`src/rtl/fifo_pixel_unpacker_pkg.sv`:
```
// Shared sizes and FSM state type for the FIFO pixel unpacker.
// Imported by the top and the raster counter.
package fifo_pixel_unpacker_pkg;

  localparam int DATA_SIZE    = 32;
  localparam int PIX_SIZE     = 8;
  localparam int PIX_PER_WORD = DATA_SIZE / PIX_SIZE;

  typedef enum logic {
    IDLE,
    SHIFT
  } state_t;

endpackage

```
`src/rtl/fifo_pixel_unpacker_raster_counter.sv`:
```
// Raster position counter for the pixel stream.
// Steps x/y on each accepted pixel and decodes line/frame markers.
module fifo_pixel_unpacker_raster_counter #(
  parameter int WIDTH  = 640,
  parameter int HEIGHT = 480,
  parameter int XW     = (WIDTH > 1) ? $clog2(WIDTH) : 1,
  parameter int YW     = (HEIGHT > 1) ? $clog2(HEIGHT) : 1
) (
  input  logic          clk,
  input  logic          nRST,
  input  logic          advance,
  output logic [XW-1:0] x,
  output logic [YW-1:0] y,
  output logic          sol,
  output logic          eol,
  output logic          sof,
  output logic          eof
);
  import fifo_pixel_unpacker_pkg::*;

  localparam logic [XW-1:0] X_LAST = XW'(WIDTH - 1);
  localparam logic [YW-1:0] Y_LAST = YW'(HEIGHT - 1);

  logic x_last;
  logic y_last;

  assign x_last = (x == X_LAST);
  assign y_last = (y == Y_LAST);

  assign sol = (x == '0);
  assign eol = x_last;
  assign sof = sol & (y == '0);
  assign eof = x_last & y_last;

  always_ff @(posedge clk or posedge nRST) begin
    if (nRST) begin
      x <= '0;
      y <= '0;
    end else if (advance) begin
      if (x_last) begin
        x <= '0;
        y <= y_last ? '0 : y + 1'b1;
      end else begin
        x <= x + 1'b1;
      end
    end
  end

endmodule

```
`src/rtl/fifo_pixel_unpacker.sv`:
```
// Pops 32-bit FIFO words and serialises them into a marked
// pixel stream, flagging underrun when the FIFO runs dry mid-frame.
module fifo_pixel_unpacker #(
  parameter int DATA_SIZE = fifo_pixel_unpacker_pkg::DATA_SIZE,
  parameter int PIX_SIZE  = fifo_pixel_unpacker_pkg::PIX_SIZE,
  parameter int WIDTH     = 640,
  parameter int HEIGHT    = 480,
  parameter int FIFO_LAT  = 1
) (
  input  logic                 clk,
  input  logic                 nRST,
  input  logic [DATA_SIZE-1:0] fifo_data,
  input  logic                 fifo_empty,
  output logic                 r_ack,
  output logic [PIX_SIZE-1:0]  pix_data,
  output logic                 pix_valid,
  input  logic                 pix_ready,
  output logic                 pix_sol,
  output logic                 pix_eol,
  output logic                 pix_sof,
  output logic                 pix_eof,
  output logic                 frame_done,
  output logic                 underrun,
  input  logic                 clr_underrun
);
  import fifo_pixel_unpacker_pkg::*;

  localparam int NPIX = DATA_SIZE / PIX_SIZE;
  localparam int BW   = (NPIX > 1) ? $clog2(NPIX) : 1;
  localparam int XW   = (WIDTH > 1) ? $clog2(WIDTH) : 1;
  localparam int YW   = (HEIGHT > 1) ? $clog2(HEIGHT) : 1;
  localparam int LW   = $clog2(FIFO_LAT + 2);

  localparam logic [BW-1:0] LAST_IDX = BW'(NPIX - 1);

  state_t               state;
  state_t               state_nx;
  logic [DATA_SIZE-1:0] word;
  logic [BW-1:0]        byte_idx;
  logic [LW-1:0]        lat_cnt;
  logic                 can_pop;
  logic                 xfer;
  logic                 load;
  logic                 urun_set;
  logic [XW-1:0]        x;
  logic [YW-1:0]        y;
  logic                 sol;
  logic                 eol;
  logic                 sof;
  logic                 eof;

  // Fresh FIFO data is only trusted once the pop latency has elapsed
  assign can_pop = ~fifo_empty & (lat_cnt == '0);
  assign xfer    = (state == SHIFT) & pix_ready;

  always_comb begin
    state_nx = state;
    load     = 1'b0;
    unique case (1'b1)
      state == IDLE: begin
        if (can_pop) begin
          load     = 1'b1;
          state_nx = SHIFT;
        end
      end
      state == SHIFT: begin
        if (xfer && byte_idx == LAST_IDX) begin
          if (can_pop) load = 1'b1;
          else state_nx = IDLE;
        end
      end
    endcase
  end

  assign r_ack     = load & ~nRST;
  assign pix_valid = (state == SHIFT);
  assign pix_data  = pix_valid ?
    word[byte_idx*PIX_SIZE +: PIX_SIZE] : '0;

  assign pix_sol = pix_valid & sol;
  assign pix_eol = pix_valid & eol;
  assign pix_sof = pix_valid & sof;
  assign pix_eof = pix_valid & eof;

  assign urun_set = (state == IDLE) & pix_ready & fifo_empty &
                    ((x != '0) | (y != '0));

  always_ff @(posedge clk or posedge nRST) begin
    if (nRST) begin
      state      <= IDLE;
      word       <= '0;
      byte_idx   <= '0;
      lat_cnt    <= '0;
      frame_done <= 1'b0;
      underrun   <= 1'b0;
    end else begin
      state <= state_nx;
      if (load) begin
        word     <= fifo_data;
        byte_idx <= '0;
      end else if (xfer) begin
        byte_idx <= byte_idx + 1'b1;
      end
      if (load) lat_cnt <= LW'(FIFO_LAT);
      else if (lat_cnt != '0) lat_cnt <= lat_cnt - 1'b1;
      frame_done <= xfer & eof;
      if (urun_set) underrun <= 1'b1;
      else if (clr_underrun) underrun <= 1'b0;
    end
  end

  fifo_pixel_unpacker_raster_counter #(
    .WIDTH  (WIDTH),
    .HEIGHT (HEIGHT),
    .XW     (XW),
    .YW     (YW)
  ) u_raster (
    .clk     (clk),
    .nRST    (nRST),
    .advance (xfer),
    .x       (x),
    .y       (y),
    .sol     (sol),
    .eol     (eol),
    .sof     (sof),
    .eof     (eof)
  );

endmodule

```
`config.mk`:
```
export PLATFORM = sky130hd
export DESIGN_NAME = fifo_pixel_unpacker
export DESIGN_NICKNAME = d
export VERILOG_FILES = /design/src/rtl/fifo_pixel_unpacker_pkg.sv /design/src/rtl/fifo_pixel_unpacker_raster_counter.sv /design/src/rtl/fifo_pixel_unpacker.sv
export SDC_FILE = /design/constraint.sdc
export NUM_CORES = 1
export LEC_CHECK = 0
export ABC_AREA = 1
export CAP_MARGIN = 30
export CORE_MARGIN = 1.5
export CORE_UTILIZATION = 54
export DETAILED_ROUTE_END_ITERATION = 8
export HOLD_SLACK_MARGIN = 0.02
export PLACE_DENSITY_LB_ADDON = 0.12
export SETUP_SLACK_MARGIN = 0.02
export SYNTH_ARGS = -nofsm -noshare
export SYNTH_HDL_FRONTEND = slang
export SYNTH_HIERARCHICAL = 1
export SYNTH_SLANG_ARGS = --single-unit
```
`constraint.sdc`:
```
create_clock -name clk -period 1.9 [get_ports clk]
set_input_delay 0.38 -clock clk [delete_from_list [all_inputs] [get_ports clk]]
set_output_delay 0.38 -clock clk [all_outputs]
set_load 0.02 [all_outputs]
```
After elaboration in Yosys (flattened, before gate mapping)

Cells that the tools add are included.

Word-level logic and storage cells: 58
Output and inout bits: 16
Flip-flop bits (word level): 58

Reduce and logical (&&, ||, !) cells: 11
Equal/unequal tests: 3
Shift-type cells: 1
Multiplexer cells: 14
Bitwise logic cells: 17
Add/subtract/negate cells: 4

Operators by type and width:

| kind                  | count |
|---|---|
| $shiftx 32x6->8       | 1 |
| $and 1x1->1           | 13 |
| $add 10x1->10 const B | 1 |
| $eq 10x10->1 const B  | 1 |
| $logic_not 10->1      | 1 |
| $mux 10               | 1 |
| $reduce_bool 10->1    | 1 |
| $add 9x1->9 const B   | 1 |
| $eq 9x9->1 const B    | 1 |
| $logic_not 9->1       | 1 |
| $mux 9                | 1 |
| $reduce_bool 9->1     | 1 |
| $mux 2                | 4 |
| $mux 8                | 1 |
| $reduce_bool 2->1     | 4 |
| $mux 1                | 5 |
| $pmux 1 s2            | 2 |
| $not 1->1             | 3 |
| $add 2x1->2 const B   | 1 |
| $eq 2x2->1 const B    | 1 |
| $logic_not 2->1       | 1 |
| $reduce_and 2->1      | 1 |
| $sub 2x1->2 const B   | 1 |
| $logic_and 1x1->1     | 1 |
| $or 1x1->1            | 1 |

Logic depth before layout (Yosys ltp)

Depth after elaboration: 6
Mapped depth: 11

Modules after synthesis

The synthesis kept the hierarchy.

By module, submodules not included:

| module                             | times used | cells an instance | seq. area each (um2) | area each (um2) |
|---|---|---|---|---|
| fifo_pixel_unpacker                | 1          | 259               | 975.9                | 2,013.2 |
| fifo_pixel_unpacker_raster_counter | 1          | 185               | 475.5                | 1,257.5 |

Worst setup path after synthesis

OpenSTA, ideal clock, no wires.

Path type: reg-to-output
Start point: reg lat_cnt[0]
End point: out r_ack
Setup slack: 0.148 ns
Data required time: 1.520 ns
Stages on the path, launching flop included: 8
Buffers on the path: 1
Arrival time: 1.372 ns
Cell sequence: dfrtp_1 -> inv_1 -> ha_1 -> inv_2 -> nor2_8 -> nand2_4 -> buf_4 -> nor2_1

Cells in the longest elaborated chain, start to end: 6

RTL lines:

| item                   | line                                                 | text |
|---|---|---|
| start, declared        | fifo_pixel_unpacker.sv:40                            | `logic [LW-1:0] lat_cnt;` |
| start signal, assigned | fifo_pixel_unpacker.sv:104                           | `if (load) lat_cnt <= LW'(FIFO_LAT);` |
| start signal, assigned | fifo_pixel_unpacker.sv:105                           | `else if (lat_cnt != '0) lat_cnt <= lat_cnt - 1'b1;` |
| $logic_not 2->1 *      | fifo_pixel_unpacker.sv:53                            | `assign can_pop = ~fifo_empty & (lat_cnt == '0);` |
| $and 1x1->1 *          | fifo_pixel_unpacker.sv:53                            |  |
| $mux 1 *               | fifo_pixel_unpacker.sv:61, fifo_pixel_unpacker.sv:68 |  |
| $mux 1                 | fifo_pixel_unpacker.sv:67                            | `if (xfer && byte_idx == LAST_IDX) begin` |
| $pmux 1 s2 *           | fifo_pixel_unpacker.sv:59                            | `unique case (1'b1)` |
| $and 1x1->1 *          | fifo_pixel_unpacker.sv:75                            | `assign r_ack = load & ~nRST;` |
| end, declared          | fifo_pixel_unpacker.sv:14                            | `output logic r_ack,` |

Every way passes the cells marked *; elsewhere a longest branch is shown, timed or not.

Worst setup path after layout

Start point: reg byte_idx[0]
End point: out pix_data[1]

Cells in the longest elaborated chain, start to end: 2

RTL lines:

| item                   | line                       | text |
|---|---|---|
| start, declared        | fifo_pixel_unpacker.sv:39  | `logic [BW-1:0] byte_idx;` |
| start signal, assigned | fifo_pixel_unpacker.sv:102 | `byte_idx <= byte_idx + 1'b1;` |
| $shiftx 32x6->8        | fifo_pixel_unpacker.sv:78  | `word[byte_idx*PIX_SIZE +: PIX_SIZE] : '0;` |
| $mux 8                 | fifo_pixel_unpacker.sv:77  | `assign pix_data = pix_valid ?` |
| end, declared          | fifo_pixel_unpacker.sv:15  | `output logic [PIX_SIZE-1:0] pix_data,` |

Every way passes these cells.

==> results.md <==
- Outcome: complete, but fails checks
- Failing checks: setup timing
- Cell with the most instances after synthesis: nand2_1
- Area growth syn-to-layout: 56.0%
- Total global routing overflow: 0
- Post-Synthesis Cell Area: 3270 sq um
- Starting Density: 0.556
- Final Cycle Share: 1.10
- Mapped Cells: 444
- P_sw: 3.20 mW
- Vias per cell: 5.78
- Worst Tran Pin Value: about 0.50 ns
- TritonCTS clock tree: yes
- Seq/Total Area, Yosys: 0.444
- Initial antenna violation count: 0
- Clock Root Buffer: clkbuf_8
- Number of antenna diodes: 0
- Worst-path cell chain: buf_6 -> buf_12 -> nor2_1 -> nor2_1 -> o21ai_1 -> a21oi_1 -> buf_4
- FFs w/ async S/R, synth: 1.00
- Leading area contributor after synthesis: dfrtp_1
- Clock Power Share: 0.176
- Hpwl dp: 5770 um
- Die X: 80.8 um
- Number of flops mapped to enable cells by yosys: 0
- Vias: 3790
- Ys flop type: dfrtp_1
- Hold buffer count at cts: 0
- Final setup margin: -0.191 ns
- Slowest stage delay, CP: 0.47 ns
- Dpl ws: -0.326 ns
- CP max stage cell: dfrtp_2
- CP most frequent cell: nor2_1
- Final Hold Viols: 0
- DRT Pass-1 Iters: 6
- Min-Delay Path Class: reg2reg
- Mean Syn Cell Area: 7.37 sq um
- RSZ-0062 raised after global routing: yes
- Filler cell count: 281
- Max_cap viols: 0
- Total track usage: 0.301
- Final nets: approximately 620
- Rows: 28
- Iter 0 DRT Violations: 451
- Die extent in y: 80.8 um
- Yosys reg bits: 58
- Net Sw Frac: 0.427
- CP Launch Type: register
- First-pass GRT wire length: 14800 um
- Top Ports: 53
- Die area: 6530 sq um
- Pint: ~4.3 mW
- Area share of the largest cell type after synthesis: 0.444
- Max Root-Sink Buffers: 2
- CP endpoint kind: primary output
- Total CTS buffers: 9
- Worst-Skew Late Latency: ~0.36 ns
- Gpl congestion: 0.879
- Largest net degree at the start of global routing: 46
- PwrDens: ~1500 nW/um^2
- Post-synth top cells: 130 x nand2_1, 62 x nor2_1, 58 x dfrtp_1
- Sequential power share: 0.274
- Routed WL: 12200 um
- Post-route setup TNS: -1.47 ns
- Comb power frac: 0.550
- Setup Skew: 0.0180 ns
- Count of cell types in the netlist: 29
- Final min period: 2.09 ns
- Clock Sinks: 58
- Critical path peak fanout: 7
- IO Port Bufs: 52
- Synth area leaders: dfrtp_1 44%, nand2_1 15%, nor2_1 7.1%
- YS warnings: 6
- Highest clock rate: 478 MHz
- Crit path kind: reg2out
- Arrival @ worst endpoint: 1.71 ns
- Number of global-route vias before repair: 3132
- Static Leakage: approximately 2.6 nW
- Share of layout cells above drive strength 1: 0.349
- Clk slew on worst S/H paths: 0.07 ns
- Relative slew slack: 0.666
- Number of nets still failing antenna checks after routing: 0
- Residual DRC: 0
- Final setup fails: 14
- Synthesized Nets: 487
- Core Box Area: 5890 sq um
- H-Tree Level Count: 3
- VDD IR max: around 0.0011 V
- Final-report max-slew violation count: 0
- Worst Path Required: 1.52 ns
- WL/cell: 18.7 um
-- metal layers --
layer	up-vias	share of wire	GRT usage
li1	1661	-	-
met1	1766	0.37	0.391
met2	284	0.49	0.500
met3	79	0.091	0.0483
met4	0	0.054	0.124
met5	-	0	0
-- power groups by stage --
stage	clock [mW]	combinational (mW)	sequential, mW
after floorplan	0	1.55	1.89
after global placement	0	2.49	1.90
after detailed placement	0	2.57	1.93
after CTS	1.29	2.99	1.93
after global routing	1.38	4.34	2.08
final	1.32	4.13	2.06
-- repair_timing --
action	in CTS	in global routing
resized for setup	105	86
pin swaps	13	41
setup endpoints to repair	13	16
gates cloned	3	3
buffers inserted	12	14
-- registers in the layout, summed over array words and instances, names as in the netlist --
signal / count
word: 32
underrun: 1
u_raster/y: 9
lat_cnt: 2
u_raster/x: 10
pix_valid: 1
frame_done: 1
byte_idx: 2
-- final timing paths --
| kind | slack [ns] | cells past startpoint | start | to |
|---|---|---|---|---|
| min in group asynchronous | 0.59 | 4 | nRST | word[15] |
| max reg2reg | -0.01 | 13 | u_raster/x[0] | u_raster/x[7] |
| max | -0.19 | 7 | byte_idx[0] | pix_data[1] |
| min | 0.49 | 2 | underrun | underrun |
| min reg2reg | 0.49 | 2 | underrun | underrun |
| max in group asynchronous | 1.08 | 4 | nRST | u_raster/y[2] |
-- final cells by class --
| cell class | count | area [sq um] | area share |
|---|---|---|---|
| Timing Repair inverter | 2 | 12.5 | 0.00245 |
| Timing Repair Buffer | 135 | 1280 | 0.250 |
| Clock buffer | 11 | 141 | 0.0277 |
| Inverter | 52 | 203 | 0.0397 |
| Multi-Input combinational cell | 318 | 1840 | 0.361 |
| Sequential cell | 58 | 1450 | 0.285 |
| Clock inverter | 5 | 77.6 | 0.0152 |
| Tap cell | 75 | 93.8 | 0.0184 |
-- cell families (layout without fill, tap and decap cells) --
kind of cell	count (synthesis)	count (layout)	synth area share
buffers and inverters	68	205	0.0918
AND/OR/NAND/NOR	258	258	0.343
AO/OA/AOI/OAI	49	49	0.0849
flip-flops	58	58	0.444
adder cells (fa/ha/maj)	6	6	0.0230
XOR/XNOR	5	5	0.0134
-- worst max-delay path, delay by kind of cell (launching register included) --
kind                   cells  cell delay [ns]
flip-flops                 1             0.47
AND/OR/NAND/NOR            2             0.19
buffers and inverters      3             0.44
AO/OA/AOI/OAI              2             0.25
-- through the flow --
step | instances | cell area, sq um | power [mW] | hold WS [ns] | util
floorplan | 444 | 3270 | 3.44 | 0.331 | -
global placement | 609 | 4210 | 4.40 | 0.448 | 0.715
detailed placement | 609 | 4210 | 4.50 | 0.454 | 0.715
CTS | 640 | 4640 | 6.21 | 0.470 | 0.788
global route | 656 | 5100 | 7.81 | 0.515 | 0.867
finish | 656 | 5100 | 7.50 | 0.490 | 0.867
-- cell usage in the layout (no fill, tap or decap), types with 2 or more instances in the layout --
cell type / instances
a21oi_4: 5
nand2_4: 5
nor2_1: 41
buf_4: 75
inv_1: 43
nand2_1: 125
ha_4: 2
nand3_2: 4
nand3b_1: 2
xor2_1: 5
o21ai_4: 3
clkinvlp_4: 4
o21ai_1: 5
a21oi_2: 16
nand2_2: 5
nor2_4: 10
ha_2: 2
nand4_1: 5
nor2_2: 16
o21ai_2: 9
bufinv_16: 2
nor3_2: 2
clkbuf_16: 3
buf_12: 5
nand3_1: 38
nor3_1: 2
clkinv_2: 2
a21oi_1: 3
ha_1: 2
clkbuf_8: 10
buf_6: 13
clkdlybuf4s50_1: 38
dfrtp_1: 56
o21ai_0: 7
dfrtp_2: 2
inv_2: 6
(Power assumes the default switching activity.)
